[config.mk]
export PLATFORM = sky130hd
export DESIGN_NAME = pacman_sound_seq
export DESIGN_NICKNAME = d
export VERILOG_FILES = /design/src/rtl/pacman_sound_pkg.sv /design/src/rtl/pacman_sound_seq_tone_gen.sv /design/src/rtl/pacman_sound_seq.sv
export SDC_FILE = /design/constraint.sdc
export NUM_CORES = 1
export LEC_CHECK = 0
export ABC_AREA = 1
export CAP_MARGIN = 15
export CORE_ASPECT_RATIO = 0.6
export CORE_UTILIZATION = 62
export CTS_CLUSTER_SIZE = 40
export DETAILED_ROUTE_END_ITERATION = 7
export PLACE_DENSITY = 0.81
export SLEW_MARGIN = 15
export SYNTH_ARGS = -nofsm -noshare
export SYNTH_HDL_FRONTEND = slang
export SYNTH_SLANG_ARGS = --single-unit
[constraint.sdc]
create_clock -name clk -period 3 [get_ports clk]
set_input_delay 0.3 -clock clk [delete_from_list [all_inputs] [get_ports clk]]
set_output_delay 0.3 -clock clk [all_outputs]
set_load 0.03 [all_outputs]
[src/rtl/pacman_sound_pkg.sv]
// Shared state encoding and default tone/duration constants for the Pac-Man sound sequencer.
package pacman_sound_pkg;

    typedef enum logic [2:0] {
        ST_IDLE  = 3'd0,
        ST_CHIRP = 3'd1,
        ST_GAP   = 3'd2,
        ST_OV0   = 3'd3,
        ST_OV1   = 3'd4,
        ST_OV2   = 3'd5,
        ST_DONE  = 3'd6
    } state_t;

    localparam int HALF_W = 17;

    localparam int unsigned DEF_HALF_EAT  = 25000;
    localparam int unsigned DEF_CHIRP_LEN = 5000000;
    localparam int unsigned DEF_GAP_LEN   = 2000000;
    localparam int unsigned DEF_NOTE_LEN  = 20000000;
    localparam int unsigned DEF_HALF_N0   = 38222;
    localparam int unsigned DEF_HALF_N1   = 47778;
    localparam int unsigned DEF_HALF_N2   = 63776;
    localparam int unsigned DEF_PEND_W    = 3;

    function automatic logic is_tone(input state_t s);
        return (s == ST_CHIRP) || (s == ST_OV0) || (s == ST_OV1) || (s == ST_OV2);
    endfunction

    function automatic logic is_busy(input state_t s);
        return (s == ST_GAP) || is_tone(s);
    endfunction

endpackage

[src/rtl/pacman_sound_seq_tone_gen.sv]
// Square-wave generator: output toggles every 'half' cycles; load restarts the wave low.
module tone_gen
    import pacman_sound_pkg::*;
(
    input  logic              clk,
    input  logic              rst,
    input  logic              en,
    input  logic              load,
    input  logic [HALF_W-1:0] half,
    output logic              out
);

    logic [HALF_W-1:0] cnt_q;
    logic              out_q;

    always_ff @(posedge clk) begin
        if (!rst) begin
            cnt_q <= '0;
            out_q <= 1'b0;
        end else if (load) begin
            cnt_q <= half - 1'b1;
            out_q <= 1'b0;
        end else if (!en) begin
            cnt_q <= '0;
            out_q <= 1'b0;
        end else if (cnt_q == '0) begin
            cnt_q <= half - 1'b1;
            out_q <= ~out_q;
        end else begin
            cnt_q <= cnt_q - 1'b1;
        end
    end

    assign out = out_q;

endmodule

[src/rtl/pacman_sound_seq.sv]
// Bean-eaten chirps with a saturating pending queue, plus a one-shot game-over jingle.
module pacman_sound_seq
    import pacman_sound_pkg::*;
#(
    parameter int unsigned HALF_EAT  = DEF_HALF_EAT,
    parameter int unsigned CHIRP_LEN = DEF_CHIRP_LEN,
    parameter int unsigned GAP_LEN   = DEF_GAP_LEN,
    parameter int unsigned NOTE_LEN  = DEF_NOTE_LEN,
    parameter int unsigned HALF_N0   = DEF_HALF_N0,
    parameter int unsigned HALF_N1   = DEF_HALF_N1,
    parameter int unsigned HALF_N2   = DEF_HALF_N2,
    parameter int unsigned PEND_W    = DEF_PEND_W
) (
    input  logic              clk,
    input  logic              rst,
    input  logic              eat,
    input  logic              over,
    output logic              beep,
    output logic              busy,
    output logic [PEND_W-1:0] pending
);

    localparam int unsigned MAX_CG  = (CHIRP_LEN > GAP_LEN) ? CHIRP_LEN : GAP_LEN;
    localparam int unsigned MAX_LEN = (MAX_CG > NOTE_LEN) ? MAX_CG : NOTE_LEN;
    localparam int          DUR_W   = $clog2(MAX_LEN + 1);

    localparam logic [DUR_W-1:0]  CHIRP_M1 = DUR_W'(CHIRP_LEN - 1);
    localparam logic [DUR_W-1:0]  GAP_M1   = DUR_W'(GAP_LEN - 1);
    localparam logic [DUR_W-1:0]  NOTE_M1  = DUR_W'(NOTE_LEN - 1);
    localparam logic [PEND_W-1:0] PEND_MAX = '1;

    state_t              state_q, state_d;
    logic [DUR_W-1:0]    dur_q, dur_d, dur_len;
    logic [PEND_W-1:0]   pend_q, pend_d;
    logic                busy_q;
    logic                last, entering, tone_load, tone_en;
    logic [HALF_W-1:0]   half_d;

    // Next state and pending count; 'over' preempts everything in the chirp states.
    always_comb begin
        state_d = state_q;
        pend_d  = pend_q;
        last    = (dur_q == '0);
        unique case (state_q)
            ST_IDLE: begin
                if (over) begin
                    state_d = ST_OV0;
                    pend_d  = '0;
                end else if (eat) begin
                    state_d = ST_CHIRP;
                end
            end
            ST_CHIRP: begin
                if (over) begin
                    state_d = ST_OV0;
                    pend_d  = '0;
                end else begin
                    if (eat && pend_q != PEND_MAX) pend_d = pend_q + 1'b1;
                    if (last) state_d = ST_GAP;
                end
            end
            ST_GAP: begin
                if (over) begin
                    state_d = ST_OV0;
                    pend_d  = '0;
                end else if (last) begin
                    // An eat on the final gap cycle replaces the chirp being dequeued.
                    state_d = (pend_q != '0 || eat) ? ST_CHIRP : ST_IDLE;
                    if (pend_q != '0 && !eat) pend_d = pend_q - 1'b1;
                end else if (eat && pend_q != PEND_MAX) begin
                    pend_d = pend_q + 1'b1;
                end
            end
            ST_OV0:  if (last) state_d = ST_OV1;
            ST_OV1:  if (last) state_d = ST_OV2;
            ST_OV2:  if (last) state_d = ST_DONE;
            default: state_d = ST_DONE;
        endcase
    end

    always_comb begin
        dur_len = '0;
        half_d  = HALF_W'(HALF_EAT);
        unique case (state_d)
            ST_CHIRP: dur_len = CHIRP_M1;
            ST_GAP:   dur_len = GAP_M1;
            ST_OV0: begin dur_len = NOTE_M1; half_d = HALF_W'(HALF_N0); end
            ST_OV1: begin dur_len = NOTE_M1; half_d = HALF_W'(HALF_N1); end
            ST_OV2: begin dur_len = NOTE_M1; half_d = HALF_W'(HALF_N2); end
            default: dur_len = '0;
        endcase
        entering  = (state_d != state_q);
        dur_d     = entering ? dur_len : ((dur_q != '0) ? dur_q - 1'b1 : '0);
        tone_load = entering && is_tone(state_d);
        tone_en   = is_tone(state_d);
    end

    always_ff @(posedge clk) begin
        if (!rst) begin
            state_q <= ST_IDLE;
            dur_q   <= '0;
            pend_q  <= '0;
            busy_q  <= 1'b0;
        end else begin
            state_q <= state_d;
            dur_q   <= dur_d;
            pend_q  <= pend_d;
            busy_q  <= is_busy(state_d);
        end
    end

    tone_gen u_tone (
        .clk  (clk),
        .rst  (rst),
        .en   (tone_en),
        .load (tone_load),
        .half (half_d),
        .out  (beep)
    );

    assign busy    = busy_q;
    assign pending = pend_q;

endmodule

Yosys cells after proc, flatten, opt, wreduce, memory -nomap -nowiden:

Cells that the tools add are included.

* add/subtract/negate cells: 5
* equal/unequal tests: 14
* muxes and demuxes: 25
* bitwise gates (word level): 3
* reduce and logical (&&, ||, !) cells: 18

Operators by type and width (number)
* $pmux W25 S3: 1
* $mux W17: 3
* $mux W25: 2
* $pmux W16 S3: 1
* $mux W3: 15
* $logic_not A25 Y1: 1
* $reduce_bool A25 Y1: 1
* $sub A25 B1 Y25 const B: 1
* $pmux W3 S6: 1
* $logic_not A17 Y1: 1
* $sub A16 B1 Y17 const B: 1
* $sub A17 B1 Y17 const B: 1
* $eq A3 B2 Y1 const B: 4
* $eq A3 B3 Y1 const B: 4
* $pmux W3 S3: 1
* $eq A3 B1 Y1 const B: 2
* $reduce_bool A3 Y1: 2
* $reduce_or A3 Y1: 2
* $logic_or A1 B1 Y1: 5
* $ne A4 B4 Y1 const B: 1
* $add A3 B1 Y3 const B: 1
* $logic_and A1 B1 Y1: 3
* $logic_not A3 Y1: 1
* $ne A3 B3 Y1: 1
* other kinds (7): 9

* register bits: 50
* bits of input ports: 4
* output and inout bits: 5
* logic and storage cells: 71

Logic depth before layout (Yosys ltp):

* depth in word-level cells: 12
* depth in mapped cells: 20
* mapped depth without buffers: 20

Modules after synthesis:

A second synthesis with hierarchy kept.

* cells, all modules: 615
* area total of the unflattened synthesis: 3925.0 um^2

Modules (own cells, without submodules)
* pacman_sound_seq: times used 1, cells an instance 341, area each 2245.9 um^2
* tone_gen: times used 1, cells an instance 274, area each 1679.1 um^2

Worst setup path after synthesis:

Ideal clock, no wire load.

* path type: register to register
* start point: reg dur_q[0]
* end point: reg u_tone.cnt_q[3]
* library setup time: 0.116 ns
* data arrival time: 2.327 ns
* path slack: 0.556 ns
* cell stages (with the launch flop): 21
* buffers on the path: 0
* clock period less this slack: 2.444 ns
* cell sequence: dfxtp_1 inv_1 ha_1 inv_1 nor2_1 nand2_1 nor2_2 nand3_4 clkinv_2 nand2_1 nand2_1 nand2_1 nor2_1 nand2_1 nand2_1 inv_1 ha_1 ha_1 nand2_1 nand3_1 o21ai_1

* cells in the longest elaborated chain, start to end: 10

Ends and longest elaborated chain
* start, declared: RTL line pacman_sound_seq.sv:33 `logic [DUR_W-1:0] dur_q, dur_d, dur_len;`
* start signal, assigned: RTL line pacman_sound_seq.sv:106 `dur_q <= dur_d;`
* $logic_not A25 Y1 (*): RTL line pacman_sound_seq.sv:43 `last = (dur_q == '0);`
* $mux W3 (on tied branches): RTL line pacman_sound_seq.sv:66, pacman_sound_seq.sv:59
* $mux W3 (on tied branches): RTL line pacman_sound_seq.sv:63, pacman_sound_seq.sv:54
* $pmux W3 S6 (*): RTL line pacman_sound_seq.sv:44 `unique case (state_q)`
* $eq A3 B3 Y1 (tied with other cells): RTL line pacman_sound_pkg.sv:26, pacman_sound_seq.sv:84
* $pmux W16 S3 or $logic_or A1 B1 Y1 (tied branches): RTL line pacman_sound_seq.sv:84, pacman_sound_pkg.sv:26
* $sub A16 B1 Y17 or $logic_or A1 B1 Y1 (tied branches): RTL line pacman_sound_seq_tone_gen.sv:21, pacman_sound_seq_tone_gen.sv:27, pacman_sound_pkg.sv:26
* $mux W17 or $logic_or A1 B1 Y1 (tied branches): RTL line pacman_sound_seq_tone_gen.sv:26, pacman_sound_pkg.sv:26
* $mux W17 or $logic_and A1 B1 Y1 (tied branches): RTL line pacman_sound_seq_tone_gen.sv:23, pacman_sound_seq.sv:94
* $mux W17 (*): RTL line pacman_sound_seq_tone_gen.sv:20 `end else if (load) begin`
* end signal, assigned: RTL line pacman_sound_seq_tone_gen.sv:21 `cnt_q <= half - 1'b1;`
* end signal, assigned: RTL line pacman_sound_seq_tone_gen.sv:27 `cnt_q <= half - 1'b1;`
* end signal, assigned: RTL line pacman_sound_seq_tone_gen.sv:30 `cnt_q <= cnt_q - 1'b1;`
* end, declared: RTL line pacman_sound_seq_tone_gen.sv:13 `logic [HALF_W-1:0] cnt_q;`

Mark *: on every way between the ends. The rest lies on a longest branch, timed or not.
A chain may end at the register's enable or synchronous reset.

Final worst setup path:

* start point: reg dur_q[1]
* end point: reg u_tone.cnt_q[3]

The elaborated chain is that of the path after synthesis.

==> results.yml <==
timing:
  finalWorstSetupSlack_ps: 261
  finalSetupViolations: 0
  clock_skew_ps: 8.22
  slew-limit-headroom_pct: 55.0
  fin_crit_ps: 2740
  worstMarginPinSlew_ps: 666
  rsz0062_at_grt: "false"
  holdWs_ps: 468
  maxSlewViolCount: 0
  hold_viol: 0
  fmax_mhz: 365
  setup_tns_ps: 0
  fin_crit_sh_pct: 91.3
power_and_ir_drop:
  p_switching_mw: 1.21
  p_sw_share_pct: 45.4
  p_total_mw: 2.67
  p_per_area_mw_per_mm2: 808
  ir_drop_v: 0.000399
  power.share.sequential_pct: 35.8
  p_int_mw: 1.46
  combPwrFrac_pct: 48.0
  p_leak_nw: 1.51
  p_clk_share_pct: 16.2
worst_setup_path:
  ff2ff_path_depth: 20
  crit_start: "dur_q[1]"
  r2r_slack_ps: 260
  worstPathMaxFanout: 8
  r2r_end: "u_tone.cnt_q[3]"
  crit_path_end_kind: "register"
  crit-reg2reg-launch: "dur_q[1]"
  cp.arrival_ps: 2950
  required_ps: 3210
  path_class: "reg -> reg"
  crit_end: "u_tone.cnt_q[3]"
  cp-start-kind: "register"
logic_synthesis:
  syn_inst: 442
  ys_seq_area_share_pct: 32.7
  synth_fp_nets: 455
  postSynthAreaPerCell_sq_um: 6.93
  ys_async_sr_fraction_pct: 0
  netlist_area_sq_mm: 0.00306
  ys_seq_elements: 50
  synth_ff_type: "dfxtp_1"
  yosysWarningCount: 0
  synth_edf_count: 0
  synth_cell_types: 37
placement:
  portBuffers: 8
  pre_cts_ws_ps: 243
  dp_cells: 510
  gp_congestion: 0.951
  dp_hpwl_um: 5440
  placement.cell_area_sq_mm: 0.00320
drt:
  totalWireLength_um: 7110
  first_pass_iters: 5
  ant_nets: 0
  drtIter0Drc: 273
  drc: 0
  route.vias.total: 2857
  vias_per_cell: 5.52
  wire_per_inst_um: 13.7
final_layout:
  nFillCells: 391
  fin_util_pct: 70.9
  stdcell_count: 518
  fin_area_sq_mm: 0.00331
  diodes: 0
  final_layout_size_suffix_gt1_share_pct: 10.8
  layout.nets: 467
  final_cell_mix: "nand2_1, nor2_1, dfxtp_1"
  syn2layout_area_growth_pct: 7.97
  layout_commonest_cell: "nand2_1"
global_routing:
  first_global_vias: 2458
  track_usage_pct: 29.6
  antenna_found_initial: 0
  grt-ovfl-total: 0
  grt_pass1_wl_um: 12000
  grt_max_degree: 20
clock_tree:
  clock_path_buffers: 2
  tritoncts: "done"
  clockRootBuffer: "clkbuf_8"
  cts_sinks: 50
  path_clk_slew_ps: 90
  htreeDepth: 2
  hold_buffers: 0
  clock_latency_ps: 310
  cts_buffers: 5
run_status:
  outcome: "complete, no violations"
hold_path:
  hold_class: "reg -> reg"
die:
  fp-row-count: 19
  start_util_pct: 65.7
  core_area_sq_mm: 0.00466
  dieHeight_um: 56.4
  die-area_sq_mm: 0.00523
  io_pins: 9
  die_w_um: 92.7
run:
  drv_cap: 0
-- what timing repair did --
action	in CTS	in global routing
buffers inserted	0	0
hold endpoints to repair	0	0
resized for setup	0	1
setup endpoints to repair	0	2
-- area by class of cell --
class                   count  area, sq um  area share (%)
clock inverters             2         16.3           0.492
multi-input cells         333         1830            55.4
flip-flops and latches     50         1000            30.3
inverters                  55          208            6.28
repair buffers              9         87.6            2.65
well taps                  63         78.8            2.38
clock buffers               6         82.6            2.50
-- sequential cells by signal, indices dropped and copies added (netlist names) --
register / cells
busy: 1
state_q: 3
u_tone.out: 1
u_tone.cnt_q: 17
pending: 3
dur_q: 25
-- critical path: stages (launching register included) --
cell,delay [ps]
dfxtp_1,340
inv_1,90
ha_1,160
inv_1,40
nor2_1,70
nand2_1,60
nor2_2,140
nand3_4,140
clkinv_2,120
nand2_1,100
nand2_1,70
nand2_1,140
nor2_2,220
nand2_1,120
nand2_1,100
inv_1,50
ha_1,170
ha_1,290
nand2_1,50
nand3_1,80
o21ai_1,60
-- cells by family (layout without fill, tap and decap cells) --
family	after synthesis	in the layout	synth area share [%]
compound gates	70	70	13.2
fa+ha+maj	9	9	3.68
buf+inv	59	72	7.56
simple gates	219	219	32.8
xor+xnor	34	34	9.73
flops	50	50	32.7
mux	1	1	0.327
-- power groups by stage --
stage / Sequential (mW) / Combinational (mW) / Clock, mW
2_1_floorplan: 0.941 / 1.00 / 0
3_3_place_gp: 0.960 / 1.22 / 0
3_5_place_dp: 0.965 / 1.26 / 0
4_1_cts: 0.953 / 1.26 / 0.441
5_1_grt: 0.977 / 1.44 / 0.474
6_report: 0.957 / 1.28 / 0.433
-- Yosys cell counts, types with 2 or more instances --
cell	count	area [sq um]
ha_1	9	113
o211ai_1	3	22.5
a21oi_1	27	135
nor4b_1	2	17.5
inv_2	10	37.5
clkbuf_1	2	7.51
nand3b_1	2	15.0
or2_2	4	25.0
nor2_1	72	270
xnor2_1	12	105
nor3_1	7	35.0
o21ai_0	15	75.1
nor2_2	3	18.8
dfxtp_1	50	1000
o21ai_1	12	60.1
nor2_4	3	33.8
nand3_4	2	35.0
xor2_1	22	193
nand2_1	85	319
nand4_1	6	37.5
o21ai_2	8	70.1
nand3_1	25	125
inv_1	44	165
nand2_2	4	25.0
-- routing by layer --
metal  track usage [%]  wire, um
met1              46.4      3600
met2              39.5      2790
met3              7.86       642
met4              7.25        77
met5                 0         0
-- worst min-delay path by stage --
stage | startpoint | endpoint | cells after the start
final | u_tone.cnt_q[16] | u_tone.cnt_q[16] | 2
after floorplan | u_tone.cnt_q[16] | u_tone.cnt_q[16] | 2
after CTS | u_tone.cnt_q[16] | u_tone.cnt_q[16] | 2
after global routing | u_tone.out | u_tone.out | 2
after detailed placement | u_tone.cnt_q[16] | u_tone.cnt_q[16] | 2
after global placement | u_tone.cnt_q[16] | u_tone.cnt_q[16] | 2
(Power assumes the default switching activity.)
